===== src/rtl/id_decode_stage_if.sv =====
// Fetch-side and execute-side handshake bundle of the IF/ID stage.
// The stage sits on the slave modport; the fetch/execute environment uses master.
interface id_decode_stage_if #(
    parameter int PC_W = 64
);
    logic            in_valid;
    logic            in_ready;
    logic [31:0]     in_instr;
    logic [PC_W-1:0] in_pc;

    logic            out_valid;
    logic            out_ready;
    logic [31:0]     out_instr;
    logic [PC_W-1:0] out_pc;
    logic [2:0]      out_extOP;
    logic [4:0]      out_rs1;
    logic [4:0]      out_rs2;
    logic [4:0]      out_rd;
    logic            out_illegal;

    modport slave (
        input  in_valid, in_instr, in_pc, out_ready,
        output in_ready, out_valid, out_instr, out_pc, out_extOP,
               out_rs1, out_rs2, out_rd, out_illegal
    );

    modport master (
        output in_valid, in_instr, in_pc, out_ready,
        input  in_ready, out_valid, out_instr, out_pc, out_extOP,
               out_rs1, out_rs2, out_rd, out_illegal
    );
endinterface


===== src/rtl/id_decode_stage.sv =====
// IF/ID stage of the RV64I core: 2-entry skid buffer with the immediate-format
// decode done on entry, so everything presented to execute comes straight from flops.
module id_decode_stage #(
    parameter int PC_W = 64
) (
    input  logic               clk,
    input  logic               reset,
    input  logic               flush,
    id_decode_stage_if.slave   bus
);
    typedef struct packed {
        logic [31:0]     instr;
        logic [PC_W-1:0] pc;
        logic [2:0]      extop;
        logic            illegal;
    } entry_t;

    localparam entry_t ENTRY_RST = '{instr: '0, pc: '0, extop: 3'b111, illegal: 1'b0};

    // Returns {illegal, extOP}
    function automatic logic [3:0] decode(input logic [6:0] opc, input logic [2:0] f3);
        logic [3:0] res;
        res = 4'b1111;
        case (opc)
            7'b0000011, 7'b1100111, 7'b0001111, 7'b1110011: res = 4'b0000;
            7'b0010011, 7'b0011011:
                res = (f3 == 3'b001 || f3 == 3'b101) ? 4'b0101 : 4'b0000;
            7'b0110111, 7'b0010111:                         res = 4'b0001;
            7'b0100011:                                     res = 4'b0010;
            7'b1100011:                                     res = 4'b0011;
            7'b1101111:                                     res = 4'b0100;
            7'b0110011, 7'b0111011:                         res = 4'b0111;
            default:                                        res = 4'b1111;
        endcase
        return res;
    endfunction

    entry_t main_reg, main_next;
    entry_t skid_reg, skid_next;
    logic   main_valid_reg, main_valid_next;
    logic   skid_valid_reg, skid_valid_next;
    entry_t in_entry;
    logic   accept;
    logic   pop;

    always_comb begin
        in_entry       = ENTRY_RST;
        in_entry.instr = bus.in_instr;
        in_entry.pc    = bus.in_pc;
        {in_entry.illegal, in_entry.extop} = decode(bus.in_instr[6:0], bus.in_instr[14:12]);
    end

    assign bus.in_ready = !skid_valid_reg && !flush;
    assign accept       = bus.in_valid && bus.in_ready;
    assign pop          = main_valid_reg && bus.out_ready;

    always_comb begin
        main_next       = main_reg;
        skid_next       = skid_reg;
        main_valid_next = main_valid_reg;
        skid_valid_next = skid_valid_reg;
        if (flush) begin
            main_valid_next = 1'b0;
            skid_valid_next = 1'b0;
        end else if (!main_valid_reg || pop) begin
            if (skid_valid_reg) begin
                // The older overflow word must leave before the new one
                main_next       = skid_reg;
                main_valid_next = 1'b1;
                skid_valid_next = accept;
                if (accept) begin
                    skid_next = in_entry;
                end
            end else begin
                main_valid_next = accept;
                if (accept) begin
                    main_next = in_entry;
                end
            end
        end else if (accept) begin
            skid_next       = in_entry;
            skid_valid_next = 1'b1;
        end
    end

    always_ff @(posedge clk) begin
        if (reset) begin
            main_reg       <= ENTRY_RST;
            skid_reg       <= ENTRY_RST;
            main_valid_reg <= 1'b0;
            skid_valid_reg <= 1'b0;
        end else begin
            main_reg       <= main_next;
            skid_reg       <= skid_next;
            main_valid_reg <= main_valid_next;
            skid_valid_reg <= skid_valid_next;
        end
    end

    assign bus.out_valid   = main_valid_reg;
    assign bus.out_instr   = main_reg.instr;
    assign bus.out_pc      = main_reg.pc;
    assign bus.out_extOP   = main_reg.extop;
    assign bus.out_illegal = main_reg.illegal;
    assign bus.out_rs1     = main_reg.instr[19:15];
    assign bus.out_rs2     = main_reg.instr[24:20];
    assign bus.out_rd      = main_reg.instr[11:7];
endmodule


===== src/flat_wrapper.sv =====
// flat-port wrapper written by rule: the top's interface ports become plain ports
module id_decode_stage_flat 
#(
    parameter int PC_W = 64
)
  (clk, reset, flush, bus_in_valid, bus_in_instr, bus_in_pc, bus_out_ready, bus_in_ready, bus_out_valid, bus_out_instr, bus_out_pc, bus_out_extOP, bus_out_rs1, bus_out_rs2, bus_out_rd, bus_out_illegal);
  id_decode_stage_if #(.PC_W(PC_W)) bus_i ();
  input  logic clk;
  input  logic reset;
  input  logic flush;
  input wire logic [$bits(bus_i.in_valid)-1:0] bus_in_valid;
  input wire logic [$bits(bus_i.in_instr)-1:0] bus_in_instr;
  input wire logic [$bits(bus_i.in_pc)-1:0] bus_in_pc;
  input wire logic [$bits(bus_i.out_ready)-1:0] bus_out_ready;
  output wire logic [$bits(bus_i.in_ready)-1:0] bus_in_ready;
  output wire logic [$bits(bus_i.out_valid)-1:0] bus_out_valid;
  output wire logic [$bits(bus_i.out_instr)-1:0] bus_out_instr;
  output wire logic [$bits(bus_i.out_pc)-1:0] bus_out_pc;
  output wire logic [$bits(bus_i.out_extOP)-1:0] bus_out_extOP;
  output wire logic [$bits(bus_i.out_rs1)-1:0] bus_out_rs1;
  output wire logic [$bits(bus_i.out_rs2)-1:0] bus_out_rs2;
  output wire logic [$bits(bus_i.out_rd)-1:0] bus_out_rd;
  output wire logic [$bits(bus_i.out_illegal)-1:0] bus_out_illegal;
  assign bus_i.in_valid = bus_in_valid;
  assign bus_i.in_instr = bus_in_instr;
  assign bus_i.in_pc = bus_in_pc;
  assign bus_i.out_ready = bus_out_ready;
  assign bus_in_ready = bus_i.in_ready;
  assign bus_out_valid = bus_i.out_valid;
  assign bus_out_instr = bus_i.out_instr;
  assign bus_out_pc = bus_i.out_pc;
  assign bus_out_extOP = bus_i.out_extOP;
  assign bus_out_rs1 = bus_i.out_rs1;
  assign bus_out_rs2 = bus_i.out_rs2;
  assign bus_out_rd = bus_i.out_rd;
  assign bus_out_illegal = bus_i.out_illegal;
  id_decode_stage #(.PC_W(PC_W)) u_core (.clk(clk), .reset(reset), .flush(flush), .bus(bus_i));
endmodule

===== config.mk =====
export PLATFORM = sky130hd
export DESIGN_NAME = id_decode_stage_flat
export DESIGN_NICKNAME = d
export VERILOG_FILES = /design/src/rtl/id_decode_stage_if.sv /design/src/rtl/id_decode_stage.sv /design/src/flat_wrapper.sv
export SDC_FILE = /design/constraint.sdc
export NUM_CORES = 1
export LEC_CHECK = 0
export BUFFER_PORTS_ARGS = -buffer_cell sky130_fd_sc_hd__buf_2
export CORE_MARGIN = 2
export CORE_UTILIZATION = 57
export CTS_BUF_LIST = sky130_fd_sc_hd__clkbuf_16
export DETAILED_ROUTE_END_ITERATION = 16
export PLACE_DENSITY = 0.83
export SETUP_SLACK_MARGIN = 0.15
export SLEW_MARGIN = 40
export SYNTH_ARGS = -nofsm -noshare
export SYNTH_HDL_FRONTEND = slang
export SYNTH_SLANG_ARGS = --single-unit

===== constraint.sdc =====
create_clock -name clk -period 4.15 [get_ports clk]
set_clock_uncertainty 0.1 [all_clocks]
set_input_delay 0.415 -clock clk [delete_from_list [all_inputs] [get_ports clk]]
set_output_delay 0.415 -clock clk [all_outputs]
set_load 0.05 [all_outputs]

* After elaboration in Yosys (flattened, before gate mapping)
Index checks and enable logic that the tools add are counted.
** Word-level totals
- Flip-flop bits (word level) :: 202
- Word-level logic and storage cells :: 55
- Input bits :: 101
** Cells by class
- Eq/ne operators :: 16
- Reduce and logical (&&, ||, !) cells :: 17
- Bitwise logic cells :: 1
- Multiplexer cells :: 11
** Operators by type and width (number)
- two-way mux 100 bit :: 5
- == test 7 x 6 -> 1 bit, second input constant :: 4
- == test 7 bit, second input constant :: 4
- case mux 4 bit (7 select lines) :: 1
- == test 7 x 5 -> 1 bit, second input constant :: 3
- OR reduction 2 bit :: 4
- == test 7 x 2 -> 1 bit, second input constant :: 1
- == test 7 x 4 -> 1 bit, second input constant :: 1
- two-way mux 1 bit :: 4
- nonzero test 2 bit :: 2
- OR reduction 4 bit :: 1
- == test 3 x 1 -> 1 bit, second input constant :: 1
- == test 3 bit, second input constant :: 1
- logical AND 1 bit :: 3
- logical NOT 1 bit :: 3
- two-way mux 3 bit :: 1
- AND reduction 3 bit :: 1
- logical OR 1 bit :: 2
- inequality test 2 x 1 -> 1 bit, second input constant :: 1
- AND reduction 2 bit :: 1
- inverter 1 bit :: 1

* Longest topological paths before layout
- Word-level depth :: 7
- Mapped depth :: 7

* Worst setup path after synthesis
OpenSTA, ideal clock, no wires.
- Path type :: input to register
- Start :: input flush
- End :: register u_core.skid_reg[1] (netlist name)
- Library setup time :: 134 ps
- Buffers on the path :: 2
- Data arrival time :: 1874 ps
- Stages :: 6
- Slack :: 2042 ps
- Data required time :: 3916 ps
- Cells stage by stage :: buf_2 nor2_2 nand3_1 buf_2 nor3_1 a32oi_1
** On the way
- Word-level cells in the longest chain between the ends :: 6
- Elaborated cells between the ends (all ways) :: 8
- Classes of those cells :: 3 x mux; 1 x bitwise; 4 x reduce/logical
** RTL lines
- start, declared :: RTL line flat_wrapper.sv:10 : input logic flush;
- logical NOT 1 bit (*) :: RTL line id_decode_stage.sv:53 : assign bus.in_ready = !skid_valid_reg && !flush;
- logical AND 1 bit (*) :: RTL line id_decode_stage.sv:53
- net bus_in_ready :: RTL line flat_wrapper.sv:15 : output wire logic [$bits(bus_i.in_ready)-1:0] bus_in_ready;
- logical AND 1 bit (*) :: RTL line id_decode_stage.sv:54 : assign accept = bus.in_valid && bus.in_ready;
- two-way mux 100 bit (*)
- two-way mux 100 bit
- two-way mux 100 bit (*)
- end signal, assigned :: RTL line id_decode_stage.sv:94 : skid_reg <= skid_next;
- end, declared :: RTL line id_decode_stage.sv:39 : entry_t skid_reg, skid_next;
The timed path passes the listed nets; every way through them passes the cells marked *. The select of a mux whose other input is x is not followed.
A chain may end at the register's enable or synchronous reset.

* Worst setup path after layout
- Start :: register u_core.main_valid_reg, in the netlist u_core.bus.out_valid
- End :: register u_core.skid_reg[48] (netlist name)
** On the way
- Word-level cells in the longest chain between the ends :: 4
- Elaborated cells between the ends (all ways) :: 6
- Classes of those cells :: 1 x eq/ne; 1 x mux; 4 x reduce/logical
** RTL lines
- start, declared :: RTL line id_decode_stage.sv:40 : logic main_valid_reg, main_valid_next;
- start signal, assigned :: RTL line id_decode_stage.sv:95 : main_valid_reg <= main_valid_next;
- logical NOT 1 bit or logical AND 1 bit (tied branches) :: RTL line id_decode_stage.sv:65, id_decode_stage.sv:55
- logical OR 1 bit (*) :: RTL line id_decode_stage.sv:65 : end else if (!main_valid_reg || pop) begin
- inequality test 2 x 1 -> 1 bit (no line)
- AND reduction 2 bit (no line)
Mark *: on every way between the ends. The rest lies on a longest branch, timed or not.

==> results.md <==
* Most common cell after layout, fill and taps aside: buf_2
* Ys Warns at 0
* CTS root buffer: clkbuf_16
* First drt pass iteration count at 4
* Area of the multi-input gates at around 3700 um2
* Die X at about 120 um
* Peak supply drop at ~0.35 mV
* Hold Path Class: in2reg
* Crit path arrival time at roughly 2.7 ns
* CTS tree: done
* Residual DRC at 0
* Area grow syn2layout at 19.57%
* Post-synth EDFFs at 0
* CTS Buf Count at 22
* Syn nets at about 1,100
* Yosys cell types at 40
* Static leakage at ~3.8 nW
* Synth Area in Compound Gates at about 17%
* Ys flop type: dfxtp_1
* Post-Synth Adder-Cell Area at 0%
* WL final at around 19,000 um
* Setup_tns at 0 ns
* Share of cells above drive strength 1 at 23.21%
* Grt ovf at 0
* FMAX at 403.3 MHz
* Worst-Margin Slew at 0.7949 ns
* Final Hold Fails at 0
* Commonest non-fill, non-tap cells in the layout: buf_2 (216), dfxtp_1 (201), nand2_1 (194)
* Critical setup path kind: reg2reg
* Die area at roughly 16,000 um2
* Relative slew slack at a little under half
* All-Layer GR Usage at between 20% and 30%
* Routed len/inst at 14.62 um
* Antenna violations before repair at 1
* Worst skew pair latency at slightly below 0.5 ns
* Largest net degree at the start of global routing at 125
* Final period util at between 50% and 60%
* CP startpoint kind: flop
* Post-CTS setup buffers at 0
* Clk buf depth at 3
* Core Footprint at 14,370 um2
* Row cnt at 44
* Gate Count Post-Synth at around 950
* Via count of the first global-routing pass at approximately 6,400
* Yosys reg bits at 202
* Max FFs per register at 100
* Reg clk slew, reported paths at 0.06 ns
* Via Count at just over 7,000
* Sink Count at just over 200
* Crit path largest cell delay at roughly 0.59 ns
* Via/cell ratio at roughly 5.4
* Sequential share of the synthesized area at slightly below 50%
* Min cycle time layout at roughly 2.5 ns
* Worst Path Required at 4.38 ns
* First-pass GRT wire length at 31,400 um
* Status: finished clean
* Ys async rst share at 0%
* Filler cell count in the final layout at 1,153
* Number of nets in the layout at 1,202
* RSZ-0062 raised after global routing: false
* Maxcap violations at 0
* Detailed Place HPWL at between 10,000 and 15,000 um
* Power per Cell Area at 455.0 nW/um2
* Slew Viols, Final at 0
* Max H-tree Level at 1
* Largest family of logic cells by synthesized area: compound AO/OA/AOI/OAI gates
* Syn Area/Cell at 8.706 um2
* Slowest stage cell, crit path: nor2b_1
* CP Cell Sequence: nor2b_1 > nand3_4 > buf_4 > nand2_1 > a21oi_1
* RePlAce Congestion at 0.7708
* Worst hold margin at slightly above 0.07 ns
* Critical Path End Type: flop
* I/O Buffers at 217
* Simple-Gate Fraction of Synth Area at 15.99%
* Die Ht at 124.5 um
* Max FO, Critical Path at 57
* Mux contribution to synthesized area at approximately an eighth
* Drt initial violations at ~400
* Xor/xnor cell area share of the yosys netlist at 0%
* Resized Gates After CTS at 0
* Initial Util at roughly 58%
* I/O pins at 218
* Mapped Area at between 8000 and 9000 um2
* Setup violators final at 0
* Register area at 4048 um2
* CTS Hold Bufs at 0
* Antenna-violating nets left at 0
worst paths after layout:
| kind | startpoint | end | slack, ns | cells past startpoint |
|---|---|---|---|---|
| max reg2reg | u_core.bus.out_valid | u_core.skid_reg[48] | 1.67 | 5 |
| min reg2reg | u_core.skid_reg[37] | u_core.skid_reg[37] | 0.35 | 2 |
| max | u_core.bus.out_valid | u_core.skid_reg[48] | 1.67 | 5 |
| min | bus_in_pc[24] | u_core.skid_reg[28] | 0.07 | 3 |
where the power goes:
| part | total, mW | switching (mW) | internal (mW) | leakage (nW) |
|---|---|---|---|---|
| Clock | 1.80 | 0.747 | 1.06 | 0.339 |
| Combinational | 0.646 | 0.475 | 0.171 | 1.78 |
| Sequential | 2.06 | 0.0411 | 2.01 | 1.65 |
cells in the mapped netlist, types with 2 or more instances:
| cell | instances | share of area, % |
|---|---|---|
| a211oi_1 | 98 | 8.9 |
| a21oi_1 | 102 | 6.2 |
| a31oi_1 | 2 | 0.15 |
| a32oi_1 | 2 | 0.21 |
| a41oi_1 | 2 | 0.21 |
| and3_1 | 3 | 0.23 |
| and3b_1 | 2 | 0.21 |
| buf_2 | 43 | 2.6 |
| buf_4 | 22 | 2.0 |
| clkbuf_1 | 33 | 1.5 |
| dfxtp_1 | 202 | 49 |
| inv_1 | 3 | 0.14 |
| mux2i_1 | 98 | 12 |
| nand2_1 | 194 | 8.8 |
| nand3_1 | 2 | 0.12 |
| nand4_1 | 2 | 0.15 |
| nor2_1 | 101 | 4.6 |
| nor2b_1 | 4 | 0.30 |
| nor3_1 | 4 | 0.24 |
| nor3b_1 | 2 | 0.18 |
| nor4_1 | 4 | 0.30 |
| nor4b_1 | 2 | 0.21 |
| o21ai_0 | 4 | 0.24 |
| o21bai_1 | 3 | 0.27 |
| or3_1 | 2 | 0.15 |
worst max-delay path: cells and delay by family, from the launching register on:
family / cells / cell delay, ns
and+or+nand+nor: 3 / 1.27
DFF: 1 / 0.34
buffers and inverters: 1 / 0.51
AOI/OAI and AO/OA: 1 / 0.07
per-layer routing:
layer  GRT usage (%)  part of all wire, %  routed length (um)  up-vias
met2           39.12                   47                8854      201
met4           4.296                  1.3                 249        2
met3           6.229                  7.0                1323       25
li1                -                    -                   -     3594
met5               0                0.068                  13        -
met1           31.68                   45                8584     3247
stage by stage:
step           cell area (um2)  total power, mW  utilization (%)  setup WS [ns]  cells
2_1_floorplan             8279            2.580                -          2.042    951
3_3_place_gp              9178            2.730            63.87          1.532   1259
3_5_place_dp              9221            2.742            64.18          1.532   1261
4_1_cts                   9889            4.543            68.83          1.517   1300
5_1_grt                   9897            4.681            68.88          1.481   1300
6_report                  9899            4.504            68.90          1.671   1301
cells by family after synthesis:
logic type | Yosys count
buffers and inverters | 103
AO/OA/AOI/OAI | 221
flip-flops | 202
AND/OR/NAND/NOR | 327
multiplexers | 98
layout make-up:
cell class	count	area share, %
multi-input cells	646	37.60
flip-flops and latches	202	40.89
clock buffers	23	5.814
inverters	4	0.1517
well taps	184	2.326
diodes	1	0.02528
clock inverters	16	0.9353
repair buffers	225	12.26
(Power assumes the default switching activity.)
